**config.mk**
```make
export PLATFORM = sky130hd
export DESIGN_NAME = decode_stage
export DESIGN_NICKNAME = d
export VERILOG_FILES = /design/src/rtl/decode_pkg.sv /design/src/rtl/decode_logic.sv /design/src/rtl/decode_stage.sv
export SDC_FILE = /design/constraint.sdc
export NUM_CORES = 1
export LEC_CHECK = 0
export BUFFER_PORTS_ARGS = -buffer_cell sky130_fd_sc_hd__buf_2
export CAP_MARGIN = 5
export CORE_MARGIN = 1.5
export CORE_UTILIZATION = 50
export CTS_BUF_LIST = sky130_fd_sc_hd__clkbuf_8
export CTS_CLUSTER_DIAMETER = 100
export DETAILED_ROUTE_END_ITERATION = 10
export GPL_ROUTABILITY_DRIVEN = 0
export PLACE_DENSITY = 0.71
export REMOVE_ABC_BUFFERS = 1
export SLEW_MARGIN = 10
export SYNTH_ARGS = -nofsm -noshare
export SYNTH_HDL_FRONTEND = slang
export SYNTH_HIERARCHICAL = 1
export SYNTH_SLANG_ARGS = --single-unit
```
**constraint.sdc**
```tcl
create_clock -name clk -period 6 [get_ports clk]
set_input_delay 0.9 -clock clk [delete_from_list [all_inputs] [get_ports clk]]
set_output_delay 0.9 -clock clk [all_outputs]
set_load 0.03 [all_outputs]
```
**src/rtl/decode_pkg.sv**
```systemverilog
// Shared definitions for the RISC-V decode stage: opcodes, control-field
// encodings and the decoded control bundle carried down the pipeline.
package decode_pkg;

    localparam logic [6:0] OPC_LUI       = 7'b0110111;
    localparam logic [6:0] OPC_AUIPC     = 7'b0010111;
    localparam logic [6:0] OPC_JAL       = 7'b1101111;
    localparam logic [6:0] OPC_JALR      = 7'b1100111;
    localparam logic [6:0] OPC_BRANCH    = 7'b1100011;
    localparam logic [6:0] OPC_LOAD      = 7'b0000011;
    localparam logic [6:0] OPC_STORE     = 7'b0100011;
    localparam logic [6:0] OPC_OP_IMM    = 7'b0010011;
    localparam logic [6:0] OPC_OP        = 7'b0110011;
    localparam logic [6:0] OPC_OP_IMM_32 = 7'b0011011;
    localparam logic [6:0] OPC_OP_32     = 7'b0111011;
    localparam logic [6:0] OPC_MISC_MEM  = 7'b0001111;
    localparam logic [6:0] OPC_SYSTEM    = 7'b1110011;

    typedef enum logic [1:0] {
        WB_NONE = 2'b00, WB_PC4 = 2'b01, WB_ALU = 2'b10, WB_MEM = 2'b11
    } rf_wr_sel_e;

    typedef enum logic [2:0] {
        BR_NONE = 3'b000, BR_EQ  = 3'b010, BR_NE   = 3'b011, BR_LT = 3'b100,
        BR_GE   = 3'b101, BR_LTU = 3'b110, BR_GEU  = 3'b111
    } br_type_e;

    typedef enum logic [3:0] {
        ALU_ADD  = 4'b0000, ALU_SUB = 4'b1000, ALU_SLL = 4'b0001, ALU_SRL = 4'b0101,
        ALU_SRA  = 4'b1101, ALU_SLT = 4'b0010, ALU_SLTU = 4'b0011, ALU_XOR = 4'b0100,
        ALU_OR   = 4'b0110, ALU_AND = 4'b0111, ALU_LUI = 4'b1110
    } alu_ctrl_e;

    typedef enum logic [2:0] {
        DM_RD_NONE = 3'b000, DM_LB = 3'b001, DM_LBU = 3'b010, DM_LH  = 3'b011,
        DM_LHU     = 3'b100, DM_LW = 3'b101, DM_LD  = 3'b110, DM_LWU = 3'b111
    } dm_rd_ctrl_e;

    typedef enum logic [2:0] {
        DM_WR_NONE = 3'b000, DM_SB = 3'b001, DM_SH = 3'b010, DM_SW = 3'b011, DM_SD = 3'b100
    } dm_wr_ctrl_e;

    typedef struct packed {
        logic [4:0]  rd;
        logic [4:0]  rs1;
        logic [4:0]  rs2;
        logic        rf_wr_en;
        rf_wr_sel_e  rf_wr_sel;
        logic        do_jump;
        logic        is_branch;
        br_type_e    br_type;
        logic        alu_a_sel;
        logic        alu_b_sel;
        alu_ctrl_e   alu_ctrl;
        logic        alu_word;
        dm_rd_ctrl_e dm_rd_ctrl;
        dm_wr_ctrl_e dm_wr_ctrl;
        logic        rs1_used;
        logic        rs2_used;
        logic        illegal;
        logic        syscall;
        logic        debug;
    } ctrl_bundle_t;

    // alt selects sub/sra; callers only raise it where that variant exists
    function automatic alu_ctrl_e alu_op(input logic alt, input logic [2:0] funct3);
        case (funct3)
            3'b000:  alu_op = alt ? ALU_SUB : ALU_ADD;
            3'b001:  alu_op = ALU_SLL;
            3'b010:  alu_op = ALU_SLT;
            3'b011:  alu_op = ALU_SLTU;
            3'b100:  alu_op = ALU_XOR;
            3'b101:  alu_op = alt ? ALU_SRA : ALU_SRL;
            3'b110:  alu_op = ALU_OR;
            3'b111:  alu_op = ALU_AND;
            default: alu_op = ALU_ADD;
        endcase
    endfunction

endpackage

```
**src/rtl/decode_logic.sv**
```systemverilog
// Combinational RV32I/RV64I decoder: instruction word -> control bundle
// plus sign-extended immediate. Illegal encodings yield an all-zero bundle.
module decode_logic
    import decode_pkg::*;
#(
    parameter int XLEN = 64
) (
    input  logic [31:0]     inst,
    output ctrl_bundle_t    ctrl,
    output logic [XLEN-1:0] imm
);

    localparam bit IS_RV64 = (XLEN == 64);

    logic [6:0]         opcode_s;
    logic [2:0]         funct3_s;
    logic [6:0]         funct7_s;
    logic signed [11:0] imm_i12_s;
    logic signed [11:0] imm_s12_s;
    logic signed [12:0] imm_b13_s;
    logic signed [31:0] imm_u32_s;
    logic signed [20:0] imm_j21_s;
    logic               shamt_ok_s;
    logic               op_f7_ok_s;
    logic               shift_f7_ok_s;
    ctrl_bundle_t       dec_s;
    logic [XLEN-1:0]    imm_s;
    logic               bad_s;

    assign opcode_s  = inst[6:0];
    assign funct3_s  = inst[14:12];
    assign funct7_s  = inst[31:25];
    assign imm_i12_s = inst[31:20];
    assign imm_s12_s = {inst[31:25], inst[11:7]};
    assign imm_b13_s = {inst[31], inst[7], inst[30:25], inst[11:8], 1'b0};
    assign imm_u32_s = {inst[31:12], 12'b0};
    assign imm_j21_s = {inst[31], inst[19:12], inst[20], inst[30:21], 1'b0};

    // shamt[5] only exists on RV64; funct7 alt bit only for sub/sra
    assign shamt_ok_s    = IS_RV64 || (inst[25] == 1'b0);
    assign op_f7_ok_s    = (funct7_s == 7'b0000000) ||
                           ((funct7_s == 7'b0100000) && ((funct3_s == 3'b000) || (funct3_s == 3'b101)));
    assign shift_f7_ok_s = (inst[31:26] == 6'b000000) ||
                           ((inst[31:26] == 6'b010000) && (funct3_s == 3'b101));

    // Main decode table; field values before the legality override
    always_comb begin
        dec_s = '0;
        imm_s = '0;
        bad_s = 1'b0;
        case (opcode_s)
            OPC_LUI, OPC_AUIPC: begin
                dec_s.rd        = inst[11:7];
                dec_s.rf_wr_en  = 1'b1;
                dec_s.rf_wr_sel = WB_ALU;
                dec_s.alu_b_sel = 1'b1;
                dec_s.alu_ctrl  = (opcode_s == OPC_LUI) ? ALU_LUI : ALU_ADD;
                imm_s           = XLEN'(imm_u32_s);
            end
            OPC_JAL: begin
                dec_s.rd        = inst[11:7];
                dec_s.rf_wr_en  = 1'b1;
                dec_s.rf_wr_sel = WB_PC4;
                dec_s.do_jump   = 1'b1;
                dec_s.alu_b_sel = 1'b1;
                imm_s           = XLEN'(imm_j21_s);
            end
            OPC_JALR: begin
                dec_s.rd        = inst[11:7];
                dec_s.rs1       = inst[19:15];
                dec_s.rs1_used  = 1'b1;
                dec_s.rf_wr_en  = 1'b1;
                dec_s.rf_wr_sel = WB_PC4;
                dec_s.do_jump   = 1'b1;
                dec_s.alu_a_sel = 1'b1;
                dec_s.alu_b_sel = 1'b1;
                imm_s           = XLEN'(imm_i12_s);
                bad_s           = (funct3_s != 3'b000);
            end
            OPC_BRANCH: begin
                dec_s.rs1       = inst[19:15];
                dec_s.rs2       = inst[24:20];
                dec_s.rs1_used  = 1'b1;
                dec_s.rs2_used  = 1'b1;
                dec_s.is_branch = 1'b1;
                dec_s.alu_b_sel = 1'b1;
                imm_s           = XLEN'(imm_b13_s);
                case (funct3_s)
                    3'b000:  dec_s.br_type = BR_EQ;
                    3'b001:  dec_s.br_type = BR_NE;
                    3'b100:  dec_s.br_type = BR_LT;
                    3'b101:  dec_s.br_type = BR_GE;
                    3'b110:  dec_s.br_type = BR_LTU;
                    3'b111:  dec_s.br_type = BR_GEU;
                    default: bad_s = 1'b1;
                endcase
            end
            OPC_LOAD: begin
                dec_s.rd        = inst[11:7];
                dec_s.rs1       = inst[19:15];
                dec_s.rs1_used  = 1'b1;
                dec_s.rf_wr_en  = 1'b1;
                dec_s.rf_wr_sel = WB_MEM;
                dec_s.alu_a_sel = 1'b1;
                dec_s.alu_b_sel = 1'b1;
                imm_s           = XLEN'(imm_i12_s);
                case (funct3_s)
                    3'b000:  dec_s.dm_rd_ctrl = DM_LB;
                    3'b001:  dec_s.dm_rd_ctrl = DM_LH;
                    3'b010:  dec_s.dm_rd_ctrl = DM_LW;
                    3'b100:  dec_s.dm_rd_ctrl = DM_LBU;
                    3'b101:  dec_s.dm_rd_ctrl = DM_LHU;
                    3'b011:  begin dec_s.dm_rd_ctrl = DM_LD;  bad_s = !IS_RV64; end
                    3'b110:  begin dec_s.dm_rd_ctrl = DM_LWU; bad_s = !IS_RV64; end
                    default: bad_s = 1'b1;
                endcase
            end
            OPC_STORE: begin
                dec_s.rs1       = inst[19:15];
                dec_s.rs2       = inst[24:20];
                dec_s.rs1_used  = 1'b1;
                dec_s.rs2_used  = 1'b1;
                dec_s.alu_a_sel = 1'b1;
                dec_s.alu_b_sel = 1'b1;
                imm_s           = XLEN'(imm_s12_s);
                case (funct3_s)
                    3'b000:  dec_s.dm_wr_ctrl = DM_SB;
                    3'b001:  dec_s.dm_wr_ctrl = DM_SH;
                    3'b010:  dec_s.dm_wr_ctrl = DM_SW;
                    3'b011:  begin dec_s.dm_wr_ctrl = DM_SD; bad_s = !IS_RV64; end
                    default: bad_s = 1'b1;
                endcase
            end
            OPC_OP_IMM, OPC_OP_IMM_32: begin
                dec_s.rd        = inst[11:7];
                dec_s.rs1       = inst[19:15];
                dec_s.rs1_used  = 1'b1;
                dec_s.rf_wr_en  = 1'b1;
                dec_s.rf_wr_sel = WB_ALU;
                dec_s.alu_a_sel = 1'b1;
                dec_s.alu_b_sel = 1'b1;
                dec_s.alu_ctrl  = alu_op(inst[30] && (funct3_s == 3'b101), funct3_s);
                imm_s           = XLEN'(imm_i12_s);
                if (opcode_s == OPC_OP_IMM) begin
                    if ((funct3_s == 3'b001) || (funct3_s == 3'b101)) begin
                        bad_s = !(shift_f7_ok_s && shamt_ok_s);
                    end else begin
                        bad_s = 1'b0;
                    end
                end else begin
                    dec_s.alu_word = 1'b1;
                    case (funct3_s)
                        3'b000:         bad_s = !IS_RV64;
                        3'b001, 3'b101: bad_s = !(IS_RV64 && op_f7_ok_s);
                        default:        bad_s = 1'b1;
                    endcase
                end
            end
            OPC_OP, OPC_OP_32: begin
                dec_s.rd        = inst[11:7];
                dec_s.rs1       = inst[19:15];
                dec_s.rs2       = inst[24:20];
                dec_s.rs1_used  = 1'b1;
                dec_s.rs2_used  = 1'b1;
                dec_s.rf_wr_en  = 1'b1;
                dec_s.rf_wr_sel = WB_ALU;
                dec_s.alu_a_sel = 1'b1;
                dec_s.alu_ctrl  = alu_op(inst[30], funct3_s);
                if (opcode_s == OPC_OP) begin
                    bad_s = !op_f7_ok_s;
                end else begin
                    dec_s.alu_word = 1'b1;
                    bad_s = !(IS_RV64 && op_f7_ok_s &&
                              ((funct3_s == 3'b000) || (funct3_s == 3'b001) || (funct3_s == 3'b101)));
                end
            end
            OPC_MISC_MEM: begin
                bad_s = 1'b0;
            end
            OPC_SYSTEM: begin
                if (inst == 32'h0000_0073) begin
                    dec_s.syscall = 1'b1;
                end else if (inst == 32'h0010_0073) begin
                    dec_s.debug = 1'b1;
                end else begin
                    bad_s = 1'b1;
                end
            end
            default: bad_s = 1'b1;
        endcase
    end

    // Illegal encodings flow downstream with every control field cleared
    always_comb begin
        if (bad_s) begin
            ctrl         = '0;
            ctrl.illegal = 1'b1;
            imm          = '0;
        end else begin
            ctrl = dec_s;
            imm  = imm_s;
        end
    end

endmodule

```
**src/rtl/decode_stage.sv**
```systemverilog
// Registered decode stage: decoder at the input, then a two-entry output/skid
// buffer so that in_ready is driven straight from a flop.
module decode_stage
    import decode_pkg::*;
#(
    parameter int XLEN = 64
) (
    input  logic            clk,
    input  logic            rst,
    input  logic            flush,
    input  logic            in_valid,
    output logic            in_ready,
    input  logic [31:0]     in_inst,
    input  logic [XLEN-1:0] in_pc,
    output logic            out_valid,
    input  logic            out_ready,
    output logic [XLEN-1:0] out_pc,
    output logic [4:0]      out_rd,
    output logic [4:0]      out_rs1,
    output logic [4:0]      out_rs2,
    output logic [XLEN-1:0] out_imm,
    output logic            out_rf_wr_en,
    output logic [1:0]      out_rf_wr_sel,
    output logic            out_do_jump,
    output logic            out_is_branch,
    output logic [2:0]      out_br_type,
    output logic            out_alu_a_sel,
    output logic            out_alu_b_sel,
    output logic [3:0]      out_alu_ctrl,
    output logic            out_alu_word,
    output logic [2:0]      out_dm_rd_ctrl,
    output logic [2:0]      out_dm_wr_ctrl,
    output logic            out_rs1_used,
    output logic            out_rs2_used,
    output logic            out_illegal,
    output logic            out_syscall,
    output logic            out_debug
);

    typedef struct packed {
        logic [XLEN-1:0] pc;
        logic [XLEN-1:0] imm;
        ctrl_bundle_t    ctrl;
    } entry_t;

    ctrl_bundle_t    dec_ctrl_s;
    logic [XLEN-1:0] dec_imm_s;
    entry_t          dec_s;
    entry_t          r0_r, r1_r, r0_nxt_s, r1_nxt_s;
    logic            r0_valid_r, r1_valid_r, r0_valid_nxt_s, r1_valid_nxt_s;
    logic            in_ready_r;
    logic            in_fire_s, out_fire_s;

    decode_logic #(.XLEN(XLEN)) u_decode_logic (
        .inst (in_inst),
        .ctrl (dec_ctrl_s),
        .imm  (dec_imm_s)
    );

    assign dec_s      = '{pc: in_pc, imm: dec_imm_s, ctrl: dec_ctrl_s};
    assign in_fire_s  = in_valid && in_ready_r;
    assign out_fire_s = r0_valid_r && out_ready;

    // Buffer next-state: skid entry drains first so order is preserved
    always_comb begin
        r0_nxt_s       = r0_r;
        r1_nxt_s       = r1_r;
        r0_valid_nxt_s = r0_valid_r;
        r1_valid_nxt_s = r1_valid_r;
        if (flush) begin
            r0_valid_nxt_s = 1'b0;
            r1_valid_nxt_s = 1'b0;
        end else if (r1_valid_r && (!r0_valid_r || out_fire_s)) begin
            r0_nxt_s       = r1_r;
            r0_valid_nxt_s = 1'b1;
            r1_valid_nxt_s = 1'b0;
        end else if (in_fire_s && (!r0_valid_r || out_fire_s)) begin
            r0_nxt_s       = dec_s;
            r0_valid_nxt_s = 1'b1;
        end else if (in_fire_s) begin
            r1_nxt_s       = dec_s;
            r1_valid_nxt_s = 1'b1;
        end else if (out_fire_s) begin
            r0_valid_nxt_s = 1'b0;
        end else begin
            r0_valid_nxt_s = r0_valid_r;
        end
    end

    // Buffer registers; in_ready mirrors the skid entry being free
    always_ff @(posedge clk) begin
        if (rst) begin
            r0_r       <= '0;
            r1_r       <= '0;
            r0_valid_r <= 1'b0;
            r1_valid_r <= 1'b0;
            in_ready_r <= 1'b1;
        end else begin
            r0_r       <= r0_nxt_s;
            r1_r       <= r1_nxt_s;
            r0_valid_r <= r0_valid_nxt_s;
            r1_valid_r <= r1_valid_nxt_s;
            in_ready_r <= !r1_valid_nxt_s;
        end
    end

    assign in_ready       = in_ready_r;
    assign out_valid      = r0_valid_r;
    assign out_pc         = r0_r.pc;
    assign out_imm        = r0_r.imm;
    assign out_rd         = r0_r.ctrl.rd;
    assign out_rs1        = r0_r.ctrl.rs1;
    assign out_rs2        = r0_r.ctrl.rs2;
    assign out_rf_wr_en   = r0_r.ctrl.rf_wr_en;
    assign out_rf_wr_sel  = r0_r.ctrl.rf_wr_sel;
    assign out_do_jump    = r0_r.ctrl.do_jump;
    assign out_is_branch  = r0_r.ctrl.is_branch;
    assign out_br_type    = r0_r.ctrl.br_type;
    assign out_alu_a_sel  = r0_r.ctrl.alu_a_sel;
    assign out_alu_b_sel  = r0_r.ctrl.alu_b_sel;
    assign out_alu_ctrl   = r0_r.ctrl.alu_ctrl;
    assign out_alu_word   = r0_r.ctrl.alu_word;
    assign out_dm_rd_ctrl = r0_r.ctrl.dm_rd_ctrl;
    assign out_dm_wr_ctrl = r0_r.ctrl.dm_wr_ctrl;
    assign out_rs1_used   = r0_r.ctrl.rs1_used;
    assign out_rs2_used   = r0_r.ctrl.rs2_used;
    assign out_illegal    = r0_r.ctrl.illegal;
    assign out_syscall    = r0_r.ctrl.syscall;
    assign out_debug      = r0_r.ctrl.debug;

endmodule

```
==> reports/metrics.csv <==
stage;metric;value;unit
run_status;status;completed;
grt;gr busiest metal;met2;
synthesis;syn avg cell area;9.33;sq um
clocking;CTS Hold Bufs;0;
drt;post-route ant nets;0;
flow_run;MaxCap Viol Count;0;
synthesis;main combinational cell family by area after synthesis;simple AND/OR/NAND/NOR gates;
synthesis;synthesized-area fraction occupied by xor and xnor cells;0.000945;
synthesis;Synth Register Bits;341;
pwr;Pwr Density;259;nW/um^2
floorplanning;Initial Utilization;0.507;
drt;via count;14800;
floorplanning;Die Y-Extent;196;microns
drt;drt drc;0;
grt;met1 Usage GRT;0.318;
clocking;post-CTS setup buffers;0;
worst_setup_path;Crit path max-delay family;buffers and inverters;
drt;drt pass-1 iters;5;
pwr;Int Pwr;0.00391;W
worst_setup_path;Most common cell on crit path;buf_4;
worst_setup_path;Worst EP required;6.54;ns
floorplanning;IO Pins;272;
clocking;CTS H-tree lvls;2;
grt;global-route wire length before repair;77300;microns
clocking;Root Buffer;clkbuf_8;
synthesis;compound-cell area share of the yosys netlist;0.119;
finish;most common cell after layout, fill and taps aside;nand2b_1;
sta;Hold Vio Cnt, Final;0;
worst_setup_path;slowest CP cell;buf_4;
floorplanning;Site Rows;70;
synthesis;post-synthesis simple-gate area fraction;0.216;
synthesis;Unique masters post-synth;53;
finish;fraction of layout cells with a size suffix above 1;0.307;
pwr;maximum VDD drop;0.210;mV
min_path;worst hold path class;reg2reg;
pwr;clock power share;0.419;
pwr;Psw;0.00150;W
placement;detailed placer's ending HPWL;28600;microns
pwr;Lkg Pwr;7.70;nW
clocking;clock-pin transition on the worst setup and hold timing paths;0.06;ns
sta;Rel. slew slack;0.212;
grt;initial antenna violation count;4;
synthesis;number of enable flip-flop cells after synthesis;0;
sta;fin. max-slew vios;0;
floorplanning;core area;36500;sq um
clocking;CTS sink cnt;341;
grt;global-route usage over all layers;0.246;
finish;fin area;20900;sq um
sta;worst-margin pin slew;1.18;ns
placement;I/O Buffers;271;
grt;M3 GR Usage;0.0473;
synthesis;Yosys warning total;6;
worst_setup_path;Critical Path AT;3.81;ns
pwr;sequential fraction of design power;0.442;
synthesis;mapped cell area;18500;sq um
grt;Overflow after GRT;0;
floorplanning;Die Area;38200;sq um
finish;most frequent cells in the layout;344 x nand2b_1, 340 x dfxtp_1, 269 x buf_2;
worst_setup_path;Worst setup SP type;input port;
synthesis;Post-Synthesis Cells;1986;
grt;vias in the first global route;14800;
pwr;sw frac;0.277;
synthesis;Most used DFF post-synth;dfxtp_1;
synthesis;largest area contributor in the netlist;dfxtp_1;
drt;Via density;5.64;
worst_setup_path;CP cell instances;buf_2 > or3_1 > a32oi_1 > o211ai_2 > buf_4 > nor3b_2 > buf_4 > mux2_2 > nor4_1 > a211oi_2;
finish;area grow syn2layout;12.5;%
sta;max frequency;306;MHz
pwr;combinational share of power;0.139;
worst_setup_path;Setup crit end kind;flop;
clocking;Worst-Skew Late Latency;0.63;ns
synthesis;largest cells by area after synthesis;dfxtp_1 37%, nand2b_1 12%, mux2_2 10%;
sta;setup violators final;0;
floorplanning;Die X-Extent;196;microns
finish;Final #Nets;2220;
drt;Wirelength per Cell;18.3;microns
clocking;Max Buffers Root-to-Sink;3;
clocking;cts bufs inserted;58;
grt;GR Layer Usage met2;0.400;
drt;Total Wirelength;48200;microns
placement;area of placed instances;19600;sq um
sta;Fin Setup TNS;0;ns
worst_setup_path;crit path buf inv count;3;
synthesis;FFs w/ async S/R, synth;0;
worst_setup_path;max incr delay on CP;0.53;ns
drt;drt initial violations;773;
sta;clk_skew;0.0159;ns
worst_setup_path;crit path max fanout;66;
sta;Final min period;3.27;ns
grt;largest net degree at the start of global routing;236;
synthesis;post-synthesis adder-cell area fraction;0.00270;
synthesis;sequential-to-total area share from yosys stat;0.368;
synthesis;post-synthesis mux area share;0.194;
synthesis;post-synth top area share;0.368;
clocking;CTS tree;done;
sta;Final period util;0.545;
clocking;post-cts sizing count;0;
sta;RSZ-0062 raised after global routing;no;
worst_setup_path;Crit Path Class;in2reg;
-- metrics by stage --
step	cells	power, W	hold slack (ns)	utilization	setup slack (ns)
6_report	2628	0.00541	0.452	0.571	2.73
5_1_grt	2628	0.00564	0.470	0.571	2.56
4_1_cts	2625	0.00548	0.452	0.571	2.82
3_5_place_dp	2523	0.00319	0.441	0.536	2.15
3_3_place_gp	2523	0.00318	0.441	0.536	2.23
2_1_floorplan	1764	0.00292	0.445	-	-12.67
-- area by class of cell --
type,count,area (sq um)
Clock inverter,29,253
Antenna cell,3,7.51
Inverter,185,694
Clock buffer,73,1000
Tap cell,468,586
Multi-Input combinational cell,1238,9910
Sequential cell,341,6830
Fill cell,3288,15700
Timing Repair Buffer,291,1570
-- worst reg2reg max path, cell delays in order, from the launching register on --
cell and delay, ns:
dfxtp_4 0.54, a21oi_4 0.21, buf_4 0.82, buf_4 1.00, nor4_1 0.25, a211oi_1 0.28
-- synth_stat cells, drive strengths merged, types with 5 or more instances --
master  count
inv       185
nor4      173
a22oi       5
and4b       6
mux2      169
nor2b       6
a211oi    173
nand3       5
nand2      36
or4         6
o21ai       7
nor3       33
clkbuf    124
a21oi      30
mux2i     170
buf        98
dfxtp     341
nand2b    344
nor2       31
-- layer usage --
layer	part of all wire	wire (microns)
met4	0.035	1670
met2	0.46	22300
met5	0.00025	12
met1	0.44	21400
met3	0.058	2770
-- power by group through the flow --
stage          Combinational (W)  Sequential, W  Clock [W]
3_3_place_gp            0.000739        0.00244          0
5_1_grt                 0.000806        0.00240    0.00243
3_5_place_dp            0.000751        0.00244          0
4_1_cts                 0.000753        0.00239    0.00234
6_report                0.000752        0.00239    0.00226
2_1_floorplan           0.000332        0.00258          0
-- sequential cells by signal (all words and copies together), names as in the netlist, 2 cells and up --
name and cells:
r1_r 169, out_imm 64, out_pc 64, out_rd 5
out_rs1 5, out_rs2 5, out_alu_ctrl 4, out_br_type 3
out_dm_rd_ctrl 3, out_dm_wr_ctrl 3, out_rf_wr_sel 2
-- path summary, 6_finish.rpt --
kind | slack [ns] | depth (start not counted) | startpoint | endpoint
min | 0.45 | 2 | out_pc[44] | out_pc[44]
max reg2reg | 2.81 | 5 | r1_valid_r | out_debug
min reg2reg | 0.45 | 2 | out_pc[44] | out_pc[44]
max | 2.73 | 10 | in_inst[13] | out_imm[56]
-- cells by family after synthesis --
family,Yosys count
AOI/OAI and AO/OA,231
muxes,339
and+or+nand+nor,662
adders and majority gates,4
xor gates and xnor gates,2
DFF,341
buffers and inverters,407
Note: power is estimated with default switching activity, not from simulation.
